===== src/rtl/banana_pkg.sv =====
// banana_pkg: shared types and widths for the banana pickup controller.
//   state_e         : controller states IDLE, PLAY, BONUS, REARM
//   DEF_NUM_BANANAS : default number of banana sprites per level
//   COUNT_W         : width of a 0..DEF_NUM_BANANAS count
//   LIVES_W         : width of the life counter
package banana_pkg;

  typedef enum logic [1:0] {
    IDLE,
    PLAY,
    BONUS,
    REARM
  } state_e;

  localparam int DEF_NUM_BANANAS = 5;
  localparam int COUNT_W         = $clog2(DEF_NUM_BANANAS + 1);
  localparam int LIVES_W         = 3;

endpackage


===== src/rtl/banana_popcount.sv =====
// banana_popcount: combinational population count of the collected mask.
// Ports:
//   vec_i   [N-1:0]  input vector
//   count_o [W-1:0]  number of set bits in vec_i
module banana_popcount
  import banana_pkg::*;
#(
  parameter int N = DEF_NUM_BANANAS,
  parameter int W = COUNT_W
) (
  input  logic [N-1:0] vec_i,
  output logic [W-1:0] count_o
);

  always_comb begin
    count_o = '0;
    for (int unsigned i = 0; i < N; i++) begin
      count_o = count_o + W'(vec_i[i]);
    end
  end

endmodule


===== src/rtl/banana_collect_ctrl.sv =====
// banana_collect_ctrl: per-level banana pickup sequencer.
// Collision flags are latched into a collected mask once per frame tick; the
// mask is popcounted for the HUD. A full mask starts a timed bonus phase that
// ends by awarding a life (saturating) and re-arming the level.
// Ports:
//   Clk, Reset     clock; synchronous active-high reset
//   frame_clk      vsync-rate level; rising edge = frame tick
//   level_start    one-cycle pulse, starts/restarts the level
//   collide        per-banana overlap flags
//   banana_mask    collected bananas
//   banana_count   registered popcount of banana_mask
//   bonus_flash    HUD flash during BONUS
//   lives          current life count
//   playing        high in PLAY
//   pickup_pulse   (only with BANANA_SOUND_EN) one-cycle pulse on a new pickup
module banana_collect_ctrl
  import banana_pkg::*;
#(
  parameter int NUM_BANANAS  = DEF_NUM_BANANAS,
  parameter int BONUS_FRAMES = 60,
  parameter int START_LIVES  = 3,
  parameter int MAX_LIVES    = 7
) (
  input  logic                   Clk,
  input  logic                   Reset,
  input  logic                   frame_clk,
  input  logic                   level_start,
  input  logic [NUM_BANANAS-1:0] collide,
  output logic [NUM_BANANAS-1:0] banana_mask,
  output logic [2:0]             banana_count,
  output logic                   bonus_flash,
  output logic [2:0]             lives,
`ifdef BANANA_SOUND_EN
  output logic                   pickup_pulse,
`endif
  output logic                   playing
);

  localparam int CW = $clog2(NUM_BANANAS + 1);
  localparam int FW = $clog2(BONUS_FRAMES);

  state_e                 state_q, state_d;
  logic [NUM_BANANAS-1:0] mask_q, mask_d;
  logic [CW-1:0]          count_q, count_d;
  logic [CW-1:0]          pop;
  logic [FW-1:0]          fcnt_q, fcnt_d;
  logic [LIVES_W-1:0]     lives_q, lives_d;
  logic                   frame_q;
  logic                   rst_dly_q;
  logic                   tick;

  // rst_dly_q masks a tick on the first cycle after reset releases.
  assign tick = frame_clk & ~frame_q & ~rst_dly_q;

  banana_popcount #(
    .N(NUM_BANANAS),
    .W(CW)
  ) u_popcount (
    .vec_i  (mask_q),
    .count_o(pop)
  );

  always_ff @(posedge Clk) begin
    if (Reset) begin
      state_q   <= IDLE;
      mask_q    <= '0;
      count_q   <= '0;
      fcnt_q    <= '0;
      lives_q   <= LIVES_W'(START_LIVES);
      frame_q   <= 1'b0;
      rst_dly_q <= 1'b1;
    end else begin
      state_q   <= state_d;
      mask_q    <= mask_d;
      count_q   <= count_d;
      fcnt_q    <= fcnt_d;
      lives_q   <= lives_d;
      frame_q   <= frame_clk;
      rst_dly_q <= 1'b0;
    end
  end

  // The count normally lags the mask by one cycle, but it is cleared together
  // with the mask so a stale full count cannot re-enter BONUS from PLAY.
  always_comb begin
    state_d = state_q;
    mask_d  = mask_q;
    count_d = pop;
    fcnt_d  = fcnt_q;
    lives_d = lives_q;
    if (level_start) begin
      state_d = PLAY;
      mask_d  = '0;
      count_d = '0;
      fcnt_d  = '0;
    end else begin
      case (state_q)
        IDLE: ;
        PLAY: begin
          if (tick) begin
            mask_d = mask_q | collide;
          end
          if (count_q == CW'(NUM_BANANAS)) begin
            state_d = BONUS;
            fcnt_d  = '0;
          end
        end
        BONUS: begin
          if (tick) begin
            if (fcnt_q == FW'(BONUS_FRAMES - 1)) begin
              state_d = REARM;
            end else begin
              fcnt_d = fcnt_q + FW'(1);
            end
          end
        end
        REARM: begin
          if (lives_q < LIVES_W'(MAX_LIVES)) begin
            lives_d = lives_q + LIVES_W'(1);
          end
          mask_d  = '0;
          count_d = '0;
          fcnt_d  = '0;
          state_d = PLAY;
        end
        default: state_d = IDLE;
      endcase
    end
  end

`ifdef BANANA_SOUND_EN
  logic pulse_q;

  always_ff @(posedge Clk) begin
    if (Reset) begin
      pulse_q <= 1'b0;
    end else begin
      pulse_q <= ~level_start & (state_q == PLAY) & tick & (|(collide & ~mask_q));
    end
  end

  assign pickup_pulse = pulse_q;
`endif

  assign banana_mask  = mask_q;
  assign banana_count = 3'(count_q);
  assign bonus_flash  = (state_q == BONUS) && fcnt_q[3];
  assign lives        = lives_q;
  assign playing      = (state_q == PLAY);

endmodule

===== config.mk =====
export PLATFORM = sky130hd
export DESIGN_NAME = banana_collect_ctrl
export DESIGN_NICKNAME = d
export VERILOG_FILES = /design/src/rtl/banana_pkg.sv /design/src/rtl/banana_popcount.sv /design/src/rtl/banana_collect_ctrl.sv
export SDC_FILE = /design/constraint.sdc
export NUM_CORES = 1
export LEC_CHECK = 0
export ABC_AREA = 0
export CORE_MARGIN = 2
export CORE_UTILIZATION = 47
export CTS_BUF_LIST = sky130_fd_sc_hd__clkbuf_4 sky130_fd_sc_hd__clkbuf_8
export CTS_CLUSTER_SIZE = 25
export DETAILED_ROUTE_END_ITERATION = 16
export PLACE_DENSITY = 0.77
export SYNTH_ARGS = -nofsm -noshare
export SYNTH_HDL_FRONTEND = slang
export SYNTH_HIERARCHICAL = 1
export SYNTH_SLANG_ARGS = --single-unit

===== constraint.sdc =====
create_clock -name Clk -period 2.74 [get_ports Clk]
set_input_delay 0.411 -clock Clk [delete_from_list [all_inputs] [get_ports Clk]]
set_output_delay 0.411 -clock Clk [all_outputs]
set_load 0.02 [all_outputs]

==> results.yml, run 1 <==
grt:
  use_met3_pct: 6.364
  grt_max_degree: 14
  overflow: 0
  antenna_found_initial: 0
  grt_use_met2_pct: 30.67
  grt_pass1_vias: 798
  grtUsageMet1_pct: 23.37
  top_usage_layer: "met2"
  grt_use_total_pct: 18.27
  grt_pass1_wl_um: 3532
sta:
  fin_tns_setup_ns: 0
  worstMarginPinSlew_ns: 0.3328
  grt_setup_unrepaired: "false"
  hold_violations: 0
  fin_skew_ns: 0.006921
  max-slew-margin-rel_pct: 77.52
  fmax_mhz: 452.5
  slew_violations: 0
  post-route-min-period_ns: 2.210
  setup_viol: 0
  period_share_pct: 80.66
finish:
  final_cell_mix: "dfxtp_1, clkdlybuf4s50_1, nor2_1, a21oi_1, inv_1"
  synthToLayoutAreaGrowth_pct: 27.34
  seq_area_um2: 420.4
  final_cell_area_mm2: 0.001241
  multiInputGateArea_um2: 524.3
  drive_gt1_share_pct: 13.60
  diodes: 0
  filler_cell_count: 187
  final_nets: 140
logic_synthesis:
  synth_warnings: 6
  avgSynthCellArea_um2: 9.650
  synthMuxAreaShare_pct: 2.182
  synth_top_family_by_area: "simple AND/OR/NAND/NOR gates"
  synthCells: 101
  yosysUniqueCellTypes: 39
  ys_seq_area_share_pct: 43.13
  synth_fa_ha_area_share_pct: 7.959
  synth_xor_area_share_pct: 0
  synthTopCellsByArea: "dfxtp_1, a21oi_1, fa_1, ha_1, nor2_1"
  ys_seq_elements: 21
  synth.top_cell.area_share_pct: 43.13
  synth-compound-area-share_pct: 21.57
  synth_simple_gate_area_share_pct: 22.08
  synth_nets: 115
  synth_area_um2: 974.7
  yosys.area.top_type: "dfxtp_1"
setup_path:
  path_max_fanout: 10
  cp_data_required_time_ns: 2.33
  arrival_ns: 1.80
  cp-end-kind: "output port"
  startpoint_type: "flip-flop"
  critPathKind: "reg -> out"
routing:
  drtAntennaViolNets: 0
  drc: 0
  dr.pass1.iters: 6
  avgViaCountPerCell: 5.454
  num_vias: 829
  wire_per_inst_um: 12.64
  drt_wl_total_um: 1922
  drt_iter0_drc: 12
place:
  postPlaceCellArea_mm2: 0.001211
  port_buffers: 21
  gp_congestion: 0.8679
  hpwlAfterDp_um: 1496
pwr:
  power.density_mw_per_mm2: 403.1
  vdd_ir_drop_max_mv: 0.4274
  p_total_uw: 500.4
  leakagePower_uw: 0.0004775
cts:
  cts_tree: "done"
  htree_levels: 1
  cts_sinks: 21
  cts_buffer_depth: 2
  clk_pin_slew_ns: 0.12
  cts_resized: 0
  numCtsBuffers: 3
  worstSkewPairLatency_ns: 0.31
  ctsHoldBuffers: 0
  clock-root-buffer: "clkbuf_4"
  cts_setup_buffers: 0
floorplan:
  io-pin-count: 22
  initial_core_util_pct: 49.68
  die_h_um: 49.54
  core_mm2: 0.001962
  num_rows: 16
  die_x_um: 49.54
  fp.dieArea_mm2: 0.002454
job:
  drv_cap: 0
status:
  status: "complete, no violations"
min_path:
  min_path_type: "reg -> reg"
## cell usage after synthesis
master	instances
nor2b_1	2
nor2_2	1
o21a_1	2
o21ai_0	2
a211oi_1	1
a22o_1	1
nor2_1	9
mux2i_1	1
and2_1	1
dfxtp_1	21
or2_2	2
fa_1	2
and3_1	4
mux2_2	1
a21oi_1	8
a21bo_2	1
and2b_2	1
nand2_1	4
o22ai_1	1
buf_4	1
o41ai_1	2
nand3b_1	4
nor3b_2	1
nand3_1	2
nor3_1	1
a211oi_2	1
nand4_1	2
or3_1	1
o31ai_1	1
nand2b_1	2
o211ai_1	1
ha_1	3
inv_1	6
a21o_1	2
nand2_2	1
o221a_2	2
a31o_2	1
a31oi_2	1
a211o_1	1
## worst paths after layout
path                                    start                    endpoint  slack [ns]  cells after the start
setup reg to reg  banana_mask[0]$_SDFFE_PP0P_  banana_count[1]$_SDFF_PP0_        0.87                      6
hold / removal         fcnt_q[5]$_SDFFE_PP0P_      fcnt_q[5]$_SDFFE_PP0P_        0.50                      1
setup / recovery      state_q[1]$_SDFFE_PP0P_                 bonus_flash        0.53                      3
hold reg to reg        fcnt_q[5]$_SDFFE_PP0P_      fcnt_q[5]$_SDFFE_PP0P_        0.50                      1
## final cells by class
class / instances / share of cell area (%)
multi-input cells: 73 / 42.24
well taps: 27 / 2.722
clock buffers: 3 / 1.815
inverters: 6 / 1.815
repair buffers: 21 / 16.94
clock inverters: 1 / 0.6048
flip-flops and latches: 21 / 33.87
## worst max-delay path, stage by stage, from the launching register on
cell and delay (ns):
dfxtp_1 0.53, and2b_2 0.25, and2_1 0.13, clkdlybuf4s50_1 0.59
## logic make-up after synthesis
family                     count (synthesis)
AOI/OAI and AO/OA                         28
adders and majority gates                  5
buffers and inverters                      7
DFF                                       21
and+or+nand+nor                           38
muxes                                      2
## metal layers
layer	up-vias	part of all wire [%]
met5	-	0
met4	0	0
met3	0	4.6
met2	21	49
met1	390	46
li1	418	-
## stage by stage
| stage | setup WS (ns) | cells | hold WS [ns] | util [%] |
|---|---|---|---|---|
| after floorplan | 0.7858 | 101 | 0.4387 | - |
| after global placement | 0.6991 | 148 | 0.4736 | 61.73 |
| after detailed placement | 0.6994 | 148 | 0.4791 | 61.73 |
| after CTS | 0.5358 | 152 | 0.5081 | 63.27 |
| after global routing | 0.4348 | 152 | 0.5210 | 63.27 |
| final | 0.5300 | 152 | 0.5041 | 63.27 |
## state kept, by name, indices dropped and copies added (netlist names)
name	cells
banana_count	3
banana_mask	5
fcnt_q	6
frame_q	1
lives	3
rst_dly_q	1
state_q	2
## where the power goes
part | total (uW) | internal (uW) | leakage [uW] | switching (uW)
clock network | 153 | 55.7 | 0.0000139 | 97.0
logic | 36.2 | 19.3 | 0.000293 | 16.9
registers | 312 | 308 | 0.000170 | 3.06
Power figures use the tool's default switching activity.
==> run 2: changes to the inputs <==
--- a/config.mk
+++ b/config.mk
@@ -7,11 +7,11 @@
 export LEC_CHECK = 0
 export ABC_AREA = 0
 export CORE_MARGIN = 2
-export CORE_UTILIZATION = 47
+export CORE_UTILIZATION = 46
 export CTS_BUF_LIST = sky130_fd_sc_hd__clkbuf_4 sky130_fd_sc_hd__clkbuf_8
 export CTS_CLUSTER_SIZE = 25
 export DETAILED_ROUTE_END_ITERATION = 16
-export PLACE_DENSITY = 0.77
+export PLACE_DENSITY = 0.79
 export SYNTH_ARGS = -nofsm -noshare
 export SYNTH_HDL_FRONTEND = slang
 export SYNTH_HIERARCHICAL = 1
==> constraint.sdc (replaced) <==
create_clock -name Clk -period 2 [get_ports Clk]
set_input_delay 0.3 -clock Clk [delete_from_list [all_inputs] [get_ports Clk]]
set_output_delay 0.3 -clock Clk [all_outputs]
set_load 0.02 [all_outputs]
==> run 2 against run 1 <==
  * Worst hold slack gained 0.0063 ns
  * First-iteration DRC count grew 83%
  * Sequential cell count is the same
  * Critical path depth grew 3
  * Routed wire length grew 4.5%
  * Total power grew 36%
  * Register-to-register slack lost 0.76 ns
  * Sequential power grew 37%
  * Clock skew shrank 0.0060 ns
  * Cell count grew 2.6%
  * Worst setup slack lost 0.42 ns
==> results.yml, run 2 (synthesized netlist as in run 1, its figures left out) <==
routing:
  drtAntennaViolNets: 0
  wire_per_inst_um: 12.88
  drt_iter0_drc: 22
  drc: 0
  avgViaCountPerCell: 5.372
  num_vias: 838
  dr.pass1.iters: 4
  drt_wl_total_um: 2009
sta:
  hold_violations: 0
  setup_viol: 0
  period_share_pct: 94.55
  max-slew-margin-rel_pct: 80.23
  fin_skew_ns: 0.0009125
  grt_setup_unrepaired: "false"
  worstMarginPinSlew_ns: 0.2953
  fmax_mhz: 528.8
  slew_violations: 0
  fin_tns_setup_ns: 0
  post-route-min-period_ns: 1.891
finish:
  largest_register_ffs: 6
  top_register: "fcnt_q"
  final_cell_mix: "dfxtp_1, clkdlybuf4s50_1, nor2_1, a21oi_1, inv_1"
  final_nets: 144
  diodes: 0
  drive_gt1_share_pct: 17.05
  synthToLayoutAreaGrowth_pct: 30.55
cts:
  ctsHoldBuffers: 0
  cts_setup_buffers: 0
  clock-root-buffer: "clkbuf_4"
  clk_pin_slew_ns: 0.11
  htree_levels: 1
  numCtsBuffers: 3
  cts_tree: "done"
  cts_buffer_depth: 2
  worstSkewPairLatency_ns: 0.30
  cts_sinks: 21
pwr:
  switchingPower_uw: 154.4
  vdd_ir_drop_max_mv: 0.5805
  leakagePower_uw: 0.0005202
  comb_power_share_pct: 7.9
  power.density_mw_per_mm2: 536.0
  p_clk_share_pct: 29.4
  intPower_uw: 527.7
  p_total_uw: 682.0
  switching_share_pct: 22.63
  pwr-share-seq_pct: 62.7
grt:
  grt_pass1_vias: 833
  overflow: 0
  grt_use_total_pct: 18.21
  antenna_found_initial: 0
  grt_pass1_wl_um: 3546
  grt_max_degree: 13
place:
  port_buffers: 21
  gp_congestion: 0.7730
  hpwlAfterDp_um: 1602
job:
  drv_cap: 0
setup_path:
  cp_data_required_time_ns: 2.21
  reg2reg_slack_ns: 0.11
  rr_worst_depth: 6
  critPathKind: "reg -> reg"
  startpoint_type: "flip-flop"
  cp_top_family: "adder cells"
  arrival_ns: 2.10
  path_buf_inv: 2
  cpMaxStageDelayCell: "fa_1"
  cpPeakStageDelay_ns: 0.53
  cp-end-kind: "flip-flop"
  rr_startpoint: "banana_mask[0]$_SDFFE_PP0P_"
  path_max_fanout: 3
  crit_chain: "inv_1 > fa_1 > inv_1 > fa_1 > ha_1 > and3_1"
  reg2reg_to: "banana_count[1]$_SDFF_PP0_"
floorplan:
  die_h_um: 50.03
  num_rows: 16
  fp.dieArea_mm2: 0.002503
  initial_core_util_pct: 49.18
  core_mm2: 0.001982
  die_x_um: 50.03
  io-pin-count: 22
min_path:
  hold_path_startpoint: "banana_mask[3]$_SDFFE_PP0P_"
  min_path_cells: 2
  whs_endpoint: "banana_mask[3]$_SDFFE_PP0P_"
  min_path_type: "reg -> reg"
status:
  status: "complete, no violations"
run 2: repair_timing:
item | 4_1_cts | 5_1_grt
endpoints found under the setup margin | 1 | 1
hold endpoints to repair | 0 | 0
resized for setup | 1 | 1
run 2: layout make-up:
type	instances	area (um^2)
Clock buffer	3	22.52
Clock inverter	1	5.005
Fill cell	181	709.4
Inverter	6	22.52
Multi-Input combinational cell	73	524.3
Sequential cell	21	421.7
Tap cell	27	33.78
Timing Repair Buffer	25	242.7
run 2: power by group through the flow:
stage	registers, uW	logic (uW)	clock network [uW]
after detailed placement	437	53.9	0
after global routing	428	59.4	224
after floorplan	437	20.6	0
final	428	53.6	201
after CTS	428	54.0	211
after global placement	436	52.4	0
run 2: worst reg2reg max path, delay by kind of cell, from the launching register on:
kind	cells	cell delay (ns)
buffers and inverters	2	0.12
AND/OR/NAND/NOR	1	0.14
adder cells (fa/ha/maj)	3	1.16
flip-flops	1	0.38
run 2: per-layer routing:
metal / routed length (um) / global-route usage [%] / up-vias / part of all wire [%]
met5: 0 / 0 / - / 0
li1: - / - / 422 / -
met3: 105 / 6.667 / 0 / 5.2
met2: 1007 / 32.02 / 20 / 50
met1: 896 / 20.49 / 396 / 45
met4: 0 / 4.630 / 0 / 0
run 2: how the worst max path moves through the flow:
stage	startpoint	to	slack, ns	cells past startpoint
2_1_floorplan	banana_mask[0]$_SDFFE_PP0P_	banana_count[1]$_SDFF_PP0_	0.05	6
3_3_place_gp	banana_mask[0]$_SDFFE_PP0P_	banana_count[1]$_SDFF_PP0_	0.18	6
3_5_place_dp	banana_mask[0]$_SDFFE_PP0P_	banana_count[1]$_SDFF_PP0_	0.12	6
4_1_cts	state_q[0]$_SDFFE_PP0P_	bonus_flash	0.03	3
5_1_grt	banana_mask[0]$_SDFFE_PP0P_	banana_count[1]$_SDFF_PP0_	0.03	6
6_report	banana_mask[0]$_SDFFE_PP0P_	banana_count[1]$_SDFF_PP0_	0.11	6
run 2: through the flow:
| step | hold slack [ns] | area (um^2) | util [%] | setup WS (ns) | cells |
|---|---|---|---|---|---|
| CTS | 0.5227 | 1270 | 64.08 | 0.03157 | 156 |
| floorplan | 0.3277 | 974.7 | - | 0.04583 | 101 |
| global route | 0.5756 | 1272 | 64.20 | 0.03117 | 156 |
| global placement | 0.4736 | 1241 | 62.63 | 0.1808 | 152 |
| finish | 0.5103 | 1272 | 64.20 | 0.1089 | 156 |
| detailed placement | 0.4954 | 1241 | 62.63 | 0.1172 | 152 |
